**src/rtl/alu_issue.sv**
```systemverilog
// alu_issue: two-stage issue front end for an external combinational ALU.
// Stage 1 decodes RV32 R/I-type ALU instructions into an ALU opcode and operands
// and holds them on alu_a/alu_b/alu_op. Stage 2 captures the ALU response with the
// tag and the illegal flag into the output registers behind a valid/ready handshake.

module alu_issue #(
    parameter int TAG_W = 4
) (
    input  logic             clk,
    input  logic             rst_n,
    input  logic             in_valid,
    output logic             in_ready,
    input  logic [6:0]       in_opcode,
    input  logic [2:0]       in_funct3,
    input  logic             in_funct7b5,
    input  logic [31:0]      in_rs1,
    input  logic [31:0]      in_rs2,
    input  logic [31:0]      in_imm,
    input  logic [TAG_W-1:0] in_tag,
    output logic [31:0]      alu_a,
    output logic [31:0]      alu_b,
    output logic [3:0]       alu_op,
    input  logic [31:0]      alu_x,
    output logic             out_valid,
    input  logic             out_ready,
    output logic [31:0]      out_result,
    output logic [TAG_W-1:0] out_tag,
    output logic             out_illegal,
    output logic [7:0]       err_count
);

    localparam logic [6:0] OPC_R = 7'b0110011;
    localparam logic [6:0] OPC_I = 7'b0010011;

    // Decoded view of the instruction currently offered on the input port
    logic             is_r;
    logic             is_i;
    logic [31:0]      src_b;
    logic [3:0]       dec_op;
    logic [31:0]      dec_a;
    logic [31:0]      dec_b;
    logic             dec_illegal;

    // Stage-1 bookkeeping that travels with the operands
    logic             s1_valid;
    logic [TAG_W-1:0] s1_tag;
    logic             s1_illegal;

    // Handshake terms
    logic             s2_advance;
    logic             accept;

    assign s2_advance = s1_valid && (!out_valid || out_ready);
    assign in_ready   = !s1_valid || s2_advance;
    assign accept     = in_valid && in_ready;

    // Decode opcode/funct fields into ALU opcode, operands and illegal flag
    always_comb begin
        is_r        = (in_opcode == OPC_R);
        is_i        = (in_opcode == OPC_I);
        src_b       = is_r ? in_rs2 : in_imm;
        dec_op      = 4'b0000;
        dec_a       = in_rs1;
        dec_b       = src_b;
        dec_illegal = 1'b0;

        unique case (in_funct3)
            3'b000:  dec_op = (is_r && in_funct7b5) ? 4'b1000 : 4'b0000;
            3'b001:  dec_op = 4'b0001;
            3'b010:  dec_op = 4'b0010;
            3'b011:  dec_op = 4'b0011;
            3'b100:  dec_op = 4'b0100;
            3'b101:  dec_op = in_funct7b5 ? 4'b1001 : 4'b0101;
            3'b110:  dec_op = 4'b0110;
            default: dec_op = 4'b0111;
        endcase

        // Only opcodes R and I exist here; funct7b5 is meaningful only for sub/sra/srai
        if (!is_r && !is_i) begin
            dec_illegal = 1'b1;
        end else if (is_r && in_funct7b5 && (in_funct3 != 3'b000) && (in_funct3 != 3'b101)) begin
            dec_illegal = 1'b1;
        end else if (is_i && in_funct7b5 && (in_funct3 == 3'b001)) begin
            dec_illegal = 1'b1;
        end

        // Shift amounts use only the low five bits of the second source
        if ((dec_op == 4'b0001) || (dec_op == 4'b0101) || (dec_op == 4'b1001)) begin
            dec_b = {27'b0, src_b[4:0]};
        end

        // Illegal instructions issue a harmless add of zeros
        if (dec_illegal) begin
            dec_op = 4'b0000;
            dec_a  = 32'b0;
            dec_b  = 32'b0;
        end
    end

    // Stage 1: capture decoded operation on accept, retire it when stage 2 takes it
    always_ff @(posedge clk or negedge rst_n) begin
        if (!rst_n) begin
            s1_valid   <= 1'b0;
            s1_tag     <= '0;
            s1_illegal <= 1'b0;
            alu_a      <= 32'b0;
            alu_b      <= 32'b0;
            alu_op     <= 4'b0000;
        end else if (accept) begin
            s1_valid   <= 1'b1;
            s1_tag     <= in_tag;
            s1_illegal <= dec_illegal;
            alu_a      <= dec_a;
            alu_b      <= dec_b;
            alu_op     <= dec_op;
        end else if (s2_advance) begin
            s1_valid   <= 1'b0;
        end
    end

    // Stage 2: register the ALU response; hold while the consumer stalls
    always_ff @(posedge clk or negedge rst_n) begin
        if (!rst_n) begin
            out_valid   <= 1'b0;
            out_result  <= 32'b0;
            out_tag     <= '0;
            out_illegal <= 1'b0;
        end else if (s2_advance) begin
            out_valid   <= 1'b1;
            out_result  <= s1_illegal ? 32'b0 : alu_x;
            out_tag     <= s1_tag;
            out_illegal <= s1_illegal;
        end else if (out_ready) begin
            out_valid   <= 1'b0;
        end
    end

    // Saturating count of accepted illegal instructions
    always_ff @(posedge clk or negedge rst_n) begin
        if (!rst_n) begin
            err_count <= 8'd0;
        end else if (accept && dec_illegal && (err_count != 8'hFF)) begin
            err_count <= err_count + 8'd1;
        end
    end

endmodule

```
**config.mk**
```make
export PLATFORM = sky130hd
export DESIGN_NAME = alu_issue
export DESIGN_NICKNAME = d
export VERILOG_FILES = /design/src/rtl/alu_issue.sv
export SDC_FILE = /design/constraint.sdc
export NUM_CORES = 1
export LEC_CHECK = 0
export CAP_MARGIN = 20
export CELL_PAD_IN_SITES_DETAIL_PLACEMENT = 0
export CELL_PAD_IN_SITES_GLOBAL_PLACEMENT = 1
export CORE_UTILIZATION = 29
export CTS_CLUSTER_DIAMETER = 150
export DETAILED_ROUTE_END_ITERATION = 10
export GPL_ROUTABILITY_DRIVEN = 0
export GPL_TIMING_DRIVEN = 0
export PLACE_DENSITY = 0.88
export SETUP_SLACK_MARGIN = 0.05
export SLEW_MARGIN = 20
export SYNTH_ARGS = -nofsm -noshare
export SYNTH_HDL_FRONTEND = slang
export SYNTH_SLANG_ARGS = --single-unit
export TNS_END_PERCENT = 5
```
**constraint.sdc**
```tcl
create_clock -name clk -period 1.9 [get_ports clk]
set_input_delay 0.38 -clock clk [delete_from_list [all_inputs] [get_ports clk]]
set_output_delay 0.38 -clock clk [all_outputs]
set_load 0.01 [all_outputs]
```
[Word level (Yosys, flattened, before mapping)]
Index checks and enable logic that the tools add are counted.
Operators by class
  $add $sub $neg: 1
  equal/unequal tests: 13
  multiplexer cells: 16
  reductions and logical operators: 22
Operators with widths (number)
  $mux 32: 5
  $pmux 4 s7: 1
  $mux 4: 3
  $logic_and 1x1->1: 10
  $eq 3x3->1 const B: 3
  $add 8x1->8 const B: 1
  $ne 8x8->1 const B: 1
  $eq 7x5->1 const B: 1
  $eq 7x6->1 const B: 1
  $mux 1: 7
  $eq 3x2->1 const B: 2
  $eq 4x1->1 const B: 1
  $eq 4x3->1 const B: 1
  $eq 4x4->1 const B: 1
  $logic_not 1->1: 4
  $logic_or 1x1->1: 4
  $reduce_bool 2->1: 2
  $eq 3x1->1 const B: 1
  $logic_not 3->1: 1
  $ne 3x3->1 const B: 1
  $reduce_bool 3->1: 1
Word-level totals
  flip-flop bits (word level): 120
  input bits: 147
  output and inout bits: 115
  logic and storage cells: 63

[Logic depth before layout (Yosys ltp)]
Gate-level depths: netlist of the first run.
  depth in word-level cells: 9
  mapped depth: 6
  mapped depth without buffers: 5

[Worst setup path after synthesis of the first run]
OpenSTA, ideal clock, no wires.
  kind: input -> register
  start: in in_opcode[3]
  end: reg alu_b[17]
  library setup time: 77 ps
  data arrival time: 1749 ps
  data required time: 1823 ps
  path slack: 75 ps
  stages on the path: 6
  buffers on the path: 1
  path through: nor4b_2 > nand3_1 > nor4_4 > o21ai_2 > buf_2 > o21ai_1
Between the ends
  word-level cells in the longest chain between the ends: 9
  elaborated cells between the ends (all ways): 23
  those cells by class: eq/ne (5); mux (8); reduce/logical (10)
Ends and longest elaborated chain
  start: declaration: line 13  | input logic [6:0] in_opcode,
  $eq 7x6->1: line 59  | is_r = (in_opcode == OPC_R);
  $logic_and 1x1->1: line 68, 81
  $mux 4: line 68  | 3'b000: dec_op = (is_r && in_funct7b5) ? 4'b1000 : 4'b0000;
  $pmux 4 s7: line 67  | unique case (in_funct3)
  $eq 4x1->1 or $eq 4x3->1 (tied branches): line 88  | if ((dec_op == 4'b0001) || (dec_op == 4'b0101) || (dec_op == 4'b1001)) begin
  $logic_or 1x1->1 (2 in series): line 88
  $mux 32: line 88
  $mux 32 *: line 93  | if (dec_illegal) begin
  end signal: assignment: line 107  | alu_b <= 32'b0;
  end signal: assignment: line 114  | alu_b <= dec_b;
  end: declaration: line 21  | output logic [31:0] alu_b,
Every way passes the cells marked *; elsewhere a longest branch is shown, timed or not.
A chain may end at the register's enable or synchronous reset.

[Worst setup path after layout of the first run]
  start: in in_opcode[4]
  end: reg alu_op[3]
Between the ends
  word-level cells in the longest chain between the ends: 7
  elaborated cells between the ends (all ways): 16
  those cells by class: eq/ne (2); mux (6); reduce/logical (8)
Ends and longest elaborated chain
  $eq 7x5->1 or $eq 7x6->1 (tied branches): line 60, 59
  $logic_and 1x1->1, on equally long branches: line 83, 68, 81
  $logic_and 1x1->1, on equally long branches: line 83, 81
  $mux 1 or $logic_and 1x1->1 (tied branches): line 83, 81
  $mux 1: line 81  | end else if (is_r && in_funct7b5 && (in_funct3 != 3'b000) && (in_funct3 != 3'b101)) begin
  $mux 1: line 79  | if (!is_r && !is_i) begin
  $mux 4 *: line 93
  end signal: assignment: line 115  | alu_op <= dec_op;
  end: declaration: line 22  | output logic [3:0] alu_op,
Marked as above.

==> Flow_metrics.wiki, run 1 <==
{| class="wikitable"
! Metric !! Value
|-
| Run status || finished, final reports clean
|-
| Buffers from clock root to sink, at most || 2
|-
| Cts bufs inserted || 17
|-
| Path length in cells of the critical path || 8
|-
| Internal Power || 5.72 mW
|-
| Hold/Removal Path Class || input pin to register
|-
| Final-report setup violation count || 0
|-
| Slew of the pin with the lowest slew margin || 544 ps
|-
| Vias per inst || 4.57
|-
| IO buf count || 261
|-
| Slowest stage delay, CP || 460 ps
|-
| Total iterations of the first detailed-routing run || 4
|-
| Net Sw Frac || 0.227
|-
| Fmax || 548 MHz
|-
| Clock share of power || 0.484
|-
| Sum of buffers and inverters on the critical path || 3
|-
| Post-route ant nets || 0
|-
| Number of distinct library cells after synthesis || 33
|-
| Routed via count || 4443
|-
| Worst Path Required || 2240 ps
|-
| Number of standard cells in the final layout excluding fillers || 972
|-
| Post-layout utilization of the core || 0.527
|-
| Max-slew violation count || 0
|-
| RSZ-0062 raised after global routing || true
|-
| Boundary Pins || 262
|-
| CTS Root Buffer Type || clkbuf_16
|-
| Synth Cell Area || 4890 um2
|-
| Mean instance size in the synthesized netlist || 10.9 um2
|-
| Worst-path cell with the longest stage delay || clkdlybuf4s50_1
|-
| Post-Synthesis Net Count || 597
|-
| Register-to-register setup slack || 220 ps
|-
| Initial cell density of the core || 0.296
|-
| Worst hold start || in_funct7b5
|-
| DRC violation count after routing || 0
|-
| Pin count of the biggest net entering global routing || 65
|-
| Via count of the first global-routing pass || 4499
|-
| Number of enable-type register cells in the synthesized netlist || 0
|-
| Nets || 887
|-
| Arrival time reported for the critical path endpoint || 2170 ps
|-
| Min-Delay Path Depth || 3
|-
| Worst setup slack after layout || 73.9 ps
|-
| Antenna fix cells || 0
|-
| Part of the power in combinational logic || 0.137
|-
| Cell accounting for the most synthesized area || dfrtp_1
|-
| Row Count || 47
|-
| Ys Warns || 0
|-
| Cells on worst reg2reg path || 6
|-
| Sort of element at the start of the critical path || input pin
|-
| Cell Pwr Density || 850 nW/um2
|-
| Slew Limit Headroom || 0.637
|-
| Capturing element type of the critical path || register
|-
| Horizontal die dimension || 132 um
|-
| Switching power total || 1.68 mW
|-
| Launching point of the worst reg2reg path || out_valid
|-
| DP Cell Count || 931
|-
| Core Footprint || 16500 um2
|-
| Crit-path max FO || 10
|-
| Final worst path period need || 1830 ps
|-
| Leakage power figure || 3.91 nW
|-
| CTS tree || yes
|-
| Worst clock skew on the final layout || 6.22 ps
|-
| Final sum of negative setup slack || 0 ps
|-
| Initial antenna violation count || 0
|-
| Final clock period utilization by the worst path || 0.961
|-
| Async SR Flop Fraction || 1.00
|-
| Proportion of layout cells with a drive suffix above 1 || 0.110
|-
| Hold path endpoint || alu_op[3]
|-
| Max_cap viols || 0
|-
| Total die area || 17400 um2
|-
| Most common cell after layout, fill and taps aside || clkdlybuf4s50_1
|-
| Fill cells || 1456
|-
| Terminus of the critical flop-to-flop path || alu_b[20]
|-
| Final hold violations || 0
|-
| Clock latency at the later pin of the worst-skew pair || 400 ps
|-
| Most frequently used flop master after synthesis || dfrtp_1
|-
| Clk slew on worst S/H paths || 50 ps
|-
| Drt wl/cell || 15.1 um
|-
| H-tree levels || 4
|-
| Synthesis-stage register bit count || 120
|-
| Die Span Y || 132 um
|-
| Leading cell types by total area after synthesis || dfrtp_1 (61%), nand2_1 (9.3%), mux2i_1 (6.5%)
|-
| HPWL after DPL || 10900 um
|-
| Worst path cell trace || clkdlybuf4s50_1 > nor4b_4 > nand3_2 > nor4_4 > buf_4 > clkbuf_4 > o2111ai_1 > nand2_1
|-
| Remaining global-route overflow || 0
|-
| Sequential share of power || 0.380
|-
| Max IR drop VDD || 0.571 mV
|-
| Final hold slack || 343 ps
|-
| Gate count of the mapped netlist || 449
|-
| Sum of routed wire length over all layers || 14600 um
|-
| Global-route wire length before repair || 23600 um
|-
| Startpoint-to-endpoint class of the critical path || input pin to register
|-
| Critical path's top delay family || buffers and inverters
|-
| Share of synthesized area occupied by flip-flops and latches || 0.614
|-
| Portion of synthesized cell area occupied by the leading cell type || 0.614
|-
| Commonest cells after routing, fill and taps aside || clkdlybuf4s50_1 (251), nand2_1 (119), dfrtp_1 (118)
|-
| Number of DRC markers in iteration 0 || 181
|-
| Number of clock sinks seen by CTS || 120
|-
| Area overhead of the layout relative to synthesis || 78.0%
|-
| Global-route usage over all layers || 0.174
|-
| Worst slack at placement || -868 ps
|}
cell families (layout without fill, tap and decap cells):
kind of cell | Yosys count | after routing | synth area share
mux | 40 | 40 | 0.0839
xor+xnor | 4 | 4 | 0.00716
buf+inv | 31 | 334 | 0.0251
fa+ha+maj | 1 | 1 | 0.00256
simple gates | 147 | 147 | 0.132
compound gates | 106 | 106 | 0.136
flops | 120 | 120 | 0.614
worst max path at each step:
stage,endpoint,from
after floorplan,alu_b[17],in_opcode[3]
after global placement,err_count[0],rst_n
after detailed placement,alu_b[28],in_opcode[3]
after CTS,alu_a[22],out_ready
after global routing,alu_b[27],out_ready
final,alu_op[3],in_opcode[4]
through the flow:
| step | power [mW] | instance area (um2) |
|---|---|---|
| detailed placement | 3.85 | 7810 |
| global placement | 3.84 | 7780 |
| floorplan | 3.15 | 4890 |
| finish | 7.40 | 8710 |
| CTS | 7.51 | 8570 |
| global route | 7.71 | 8710 |
timing repair:
item,CTS,global route
gates resized for setup,19,47
setup buffers,4,4
pin swaps,2,5
setup endpoints to repair,82,79
hold endpoints to repair,56,0
hold buffers,1,0
worst min-delay path, delay by kind of cell:
kind | cells | cell delay [ps]
and+or+nand+nor | 1 | 50
AOI/OAI and AO/OA | 1 | 110
buffers and inverters | 1 | 170
state kept, by name (all words and copies together), names as in the netlist:
signal	cells
alu_a	32
s1_illegal	1
out_illegal	1
alu_b	32
err_count	8
s1_tag	4
out_result	32
out_tag	4
out_valid	1
s1_valid	1
alu_op	4
area by class of cell:
| class | count | area [um2] | share of cell area |
|---|---|---|---|
| sequential | 120 | 3010 | 0.345 |
| buffer | 27 | 153 | 0.0175 |
| clock buffer | 22 | 474 | 0.0544 |
| timing repair buffer | 271 | 2740 | 0.314 |
| tap | 220 | 275 | 0.0316 |
| clock inverter | 10 | 190 | 0.0218 |
| multi-input combinational | 298 | 1860 | 0.213 |
| inverter | 4 | 15.0 | 0.00172 |
cell usage after synthesis (2+ instances only):
cell,n
nand2_1,121
nand2b_1,4
xor2_1,3
nand3_1,5
inv_1,3
and2_1,2
o21ai_1,20
dfrtp_1,120
a21oi_1,2
nand4_1,2
nor3_1,3
nor4_1,2
a22o_1,32
clkbuf_1,21
buf_2,5
mux2_2,8
nor4b_2,2
o21ai_0,48
mux2i_1,32
metal layers:
metal	track usage	part of all wire
met1	0.213	0.41
met2	0.283	0.49
met3	0.0654	0.082
met4	0.0536	0.016
met5	0	0
power by group through the flow:
stage | Clock [mW] | Sequential (mW) | Combinational [mW]
3_3_place_gp | 0 | 2.85 | 0.990
3_5_place_dp | 0 | 2.85 | 1.00
5_1_grt | 3.79 | 2.83 | 1.10
4_1_cts | 3.68 | 2.81 | 1.02
2_1_floorplan | 0 | 2.88 | 0.269
6_report | 3.58 | 2.81 | 1.01
Note: power is estimated with default switching activity, not from simulation.
==> run 2, diff against run 1 <==
--- a/config.mk
+++ b/config.mk
@@ -5,7 +5,6 @@
 export SDC_FILE = /design/constraint.sdc
 export NUM_CORES = 1
 export LEC_CHECK = 0
-export CAP_MARGIN = 20
 export CELL_PAD_IN_SITES_DETAIL_PLACEMENT = 0
 export CELL_PAD_IN_SITES_GLOBAL_PLACEMENT = 1
 export CORE_UTILIZATION = 29
==> results of run 2 <==
Final layout, timing and power as in run 1 (identical DEF).
==> run 3, diff against run 2 <==
--- a/config.mk
+++ b/config.mk
@@ -7,6 +7,7 @@
 export LEC_CHECK = 0
 export CELL_PAD_IN_SITES_DETAIL_PLACEMENT = 0
 export CELL_PAD_IN_SITES_GLOBAL_PLACEMENT = 1
+export CORE_MARGIN = 8
 export CORE_UTILIZATION = 29
 export CTS_CLUSTER_DIAMETER = 150
 export DETAILED_ROUTE_END_ITERATION = 10
@@ -18,4 +19,3 @@
 export SYNTH_ARGS = -nofsm -noshare
 export SYNTH_HDL_FRONTEND = slang
 export SYNTH_SLANG_ARGS = --single-unit
-export TNS_END_PERCENT = 5
==> run 3 against run 2 <==
Against the previous run: die area rose by 22%; clock power fell by 9.2%; worst setup slack improved by 34 ps; flip-flop and latch count did not move; sequential power barely moved; routed wire length rose by 14%; final cell count rose by 0.31%; clock skew fell by 0.79 ps; first-iteration DRC count fell by 11%; register-to-register slack got worse by 50 ps; non-clock buffer count rose by 3; critical path type is now register to primary output; highest routed layer unchanged.
==> Flow_metrics.wiki, run 3 (synthesis gave the netlist of run 1 again) <==
{| class="wikitable"
! Metric !! Value
|-
| Seq. cell area || 3000 um2 (was 3010 um2)
|-
| Row Count || 47 (unchanged)
|-
| Sequential share of power || 0.396 (was 0.380)
|-
| CTS Root Buffer Type || clkbuf_16 (unchanged)
|-
| H-tree levels || 4 (unchanged)
|-
| HPWL after DPL || 12700 um (was 10900 um)
|-
| Worst setup path startpoint || err_count[4] (was in_opcode[4])
|-
| Clock latency at the later pin of the worst-skew pair || 400 ps (about the same)
|-
| Final worst path period need || 1790 ps (was 1830 ps)
|-
| Net Sw Frac || 0.241 (was 0.227)
|-
| Slew of the pin with the lowest slew margin || 531 ps (was 544 ps)
|-
| Core Footprint || 16500 um2 (unchanged)
|-
| Final clock period utilization by the worst path || 0.943 (was 0.961)
|-
| Hold path endpoint || alu_op[3] (unchanged)
|-
| Capturing element type of the critical path || primary output (was register)
|-
| Routed via count || 4440 (was 4443)
|-
| Clock share of power || 0.459 (was 0.484)
|-
| Number of DRC markers in iteration 0 || 161 (was 181)
|-
| Area overhead of the layout relative to synthesis || 76.6% (was 78.0%)
|-
| IO buf count || 261 (unchanged)
|-
| Worst-path cell with the longest stage delay || clkdlybuf4s50_1 (unchanged)
|-
| Worst slack at placement || -910 ps (was -868 ps)
|-
| Sort of element at the start of the critical path || register (was input pin)
|-
| Leakage power figure || 3.87 nW (was 3.91 nW)
|-
| Nets || 890 (was 887)
|-
| Sum of buffers and inverters on the critical path || 1 (was 3)
|-
| Crit-path max FO || 6 (was 10)
|-
| Initial antenna violation count || 0 (unchanged)
|-
| Max-slew violation count || 0 (unchanged)
|-
| Run status || finished, final reports clean (unchanged)
|-
| Total die area || 21300 um2 (was 17400 um2)
|-
| Post-route cell area || 8640 um2 (was 8710 um2)
|-
| Global-route usage over all layers || 0.157 (was 0.174)
|-
| Final-report setup violation count || 0 (unchanged)
|-
| Boundary Pins || 262 (unchanged)
|-
| Number of clock sinks seen by CTS || 120 (unchanged)
|-
| Global-route wire length before repair || 26600 um (was 23600 um)
|-
| Die Span Y || 146 um (was 132 um)
|-
| Final hold slack || 350 ps (was 343 ps)
|-
| Critical path's top delay family || buffers and inverters (unchanged)
|-
| Internal Power || 5.37 mW (was 5.72 mW)
|-
| Worst clock skew on the final layout || 5.43 ps (was 6.22 ps)
|-
| Commonest cells after routing, fill and taps aside || clkdlybuf4s50_1 (252), nand2_1 (119), dfrtp_1 (119) (was clkdlybuf4s50_1 (251), nand2_1 (119), dfrtp_1 (118))
|-
| Dpl cell area || 7810 um2 (about the same)
|-
| Remaining global-route overflow || 0 (unchanged)
|-
| Max IR drop VDD || 0.549 mV (was 0.571 mV)
|-
| Worst setup slack after layout || 108 ps (was 73.9 ps)
|-
| Register-to-register setup slack || 170 ps (was 220 ps)
|-
| Clk slew on worst S/H paths || 60 ps (was 50 ps)
|-
| Switching power total || 1.70 mW (was 1.68 mW)
|-
| Multi-input combinational cell area || 1850 um2 (was 1860 um2)
|-
| Total iterations of the first detailed-routing run || 4 (unchanged)
|-
| CTS tree || yes (unchanged)
|-
| Cts bufs inserted || 17 (unchanged)
|-
| Sum of internal, switching and leakage power || 7.07 mW (was 7.40 mW)
|-
| Antenna fix cells || 0 (unchanged)
|-
| Sum of routed wire length over all layers || 16600 um (was 14600 um)
|-
| RSZ-0062 raised after global routing || false (was true)
|-
| Part of the power in combinational logic || 0.144 (was 0.137)
|-
| Max_cap viols || 0 (unchanged)
|-
| Cells on worst reg2reg path || 5 (was 6)
|-
| Post-route ant nets || 0 (unchanged)
|-
| Largest registers in the final layout || alu_a x32, alu_b x32, out_result x32 (unchanged)
|-
| Pin count of the biggest net entering global routing || 64 (was 65)
|-
| Initial cell density of the core || 0.296 (unchanged)
|-
| Hold/Removal Path Class || input pin to register (unchanged)
|-
| Horizontal die dimension || 146 um (was 132 um)
|-
| Terminus of the critical flop-to-flop path || err_count[1] (was alu_b[20])
|-
| Drt wl/cell || 17.1 um (was 15.1 um)
|-
| Worst hold start || in_funct7b5 (unchanged)
|-
| Proportion of layout cells with a drive suffix above 1 || 0.113 (was 0.110)
|-
| Worst Path Required || 1520 ps (was 2240 ps)
|-
| Final hold violations || 0 (unchanged)
|-
| Vias per inst || 4.55 (was 4.57)
|-
| Buffers from clock root to sink, at most || 2 (unchanged)
|-
| DRC violation count after routing || 0 (unchanged)
|-
| Min-Delay Path Depth || 3 (unchanged)
|-
| Slew Limit Headroom || 0.643 (was 0.637)
|-
| Arrival time reported for the critical path endpoint || 1410 ps (was 2170 ps)
|-
| Worst path cell trace || clkdlybuf4s50_1 (was clkdlybuf4s50_1 > nor4b_4 > nand3_2 > nor4_4 > buf_4 > clkbuf_4 > o2111ai_1 > nand2_1)
|-
| Slowest stage delay, CP || 580 ps (was 460 ps)
|-
| Startpoint-to-endpoint class of the critical path || register to primary output (was input pin to register)
|-
| Via count of the first global-routing pass || 4763 (was 4499)
|-
| Cell Pwr Density || 818 nW/um2 (was 850 nW/um2)
|-
| Fmax || 558 MHz (was 548 MHz)
|-
| Most common cell after layout, fill and taps aside || clkdlybuf4s50_1 (unchanged)
|-
| Fill cells || 1504 (was 1456)
|-
| Launching point of the worst reg2reg path || err_count[0] (was out_valid)
|}
## run 3: power groups by stage
stage | combinational, mW | sequential [mW] | clock [mW]
2_1_floorplan | 0.269 | 2.88 | 0
3_3_place_gp | 0.998 | 2.84 | 0
3_5_place_dp | 1.01 | 2.84 | 0
4_1_cts | 1.03 | 2.80 | 3.33
5_1_grt | 1.12 | 2.82 | 3.43
6_report | 1.02 | 2.80 | 3.25
## run 3: worst max path at each step
stage | endpoint | slack (ps) | cells after the start
2_1_floorplan | alu_b[17] | 70 | 6
3_3_place_gp | err_count[3] | -4520 | 1
3_5_place_dp | alu_b[21] | -910 | 7
4_1_cts | err_count[7] | 50 | 6
5_1_grt | alu_b[12] | 40 | 8
6_report | err_count[4] | 110 | 1
## run 3: what timing repair did
item,in CTS,in global routing
buffers inserted,8,4
gates resized for setup,39,14
pin swaps,4,5
endpoints found under the setup margin,81,78
hold endpoints to repair,57,0
hold buffers,1,0
## run 3: through the flow
stage	TNS (ps)	std cells	util
2_1_floorplan	0	449	-
3_3_place_gp	-598740	930	0.471
3_5_place_dp	-59870	931	0.473
5_1_grt	0	975	0.523
4_1_cts	0	971	0.518
6_report	0	975	0.523
## run 3: final cells by class
| cell class | instances | area share |
|---|---|---|
| flip-flops and latches | 120 | 0.348 |
| repair buffers | 275 | 0.320 |
| multi-input cells | 298 | 0.214 |
| clock buffers | 19 | 0.0512 |
| well taps | 220 | 0.0318 |
| clock inverters | 13 | 0.0178 |
| plain buffers | 26 | 0.0166 |
| inverters | 4 | 0.00174 |
## run 3: metal layers
metal / up-vias / wire length (um) / track usage / part of all wire
li1: 2141 / - / - / -
met1: 2122 / 6800 / 0.179 / 0.41
met2: 160 / 8190 / 0.262 / 0.49
met3: 17 / 1350 / 0.0641 / 0.081
met4: 0 / 295 / 0.0573 / 0.018
met5: - / 0 / 0 / 0
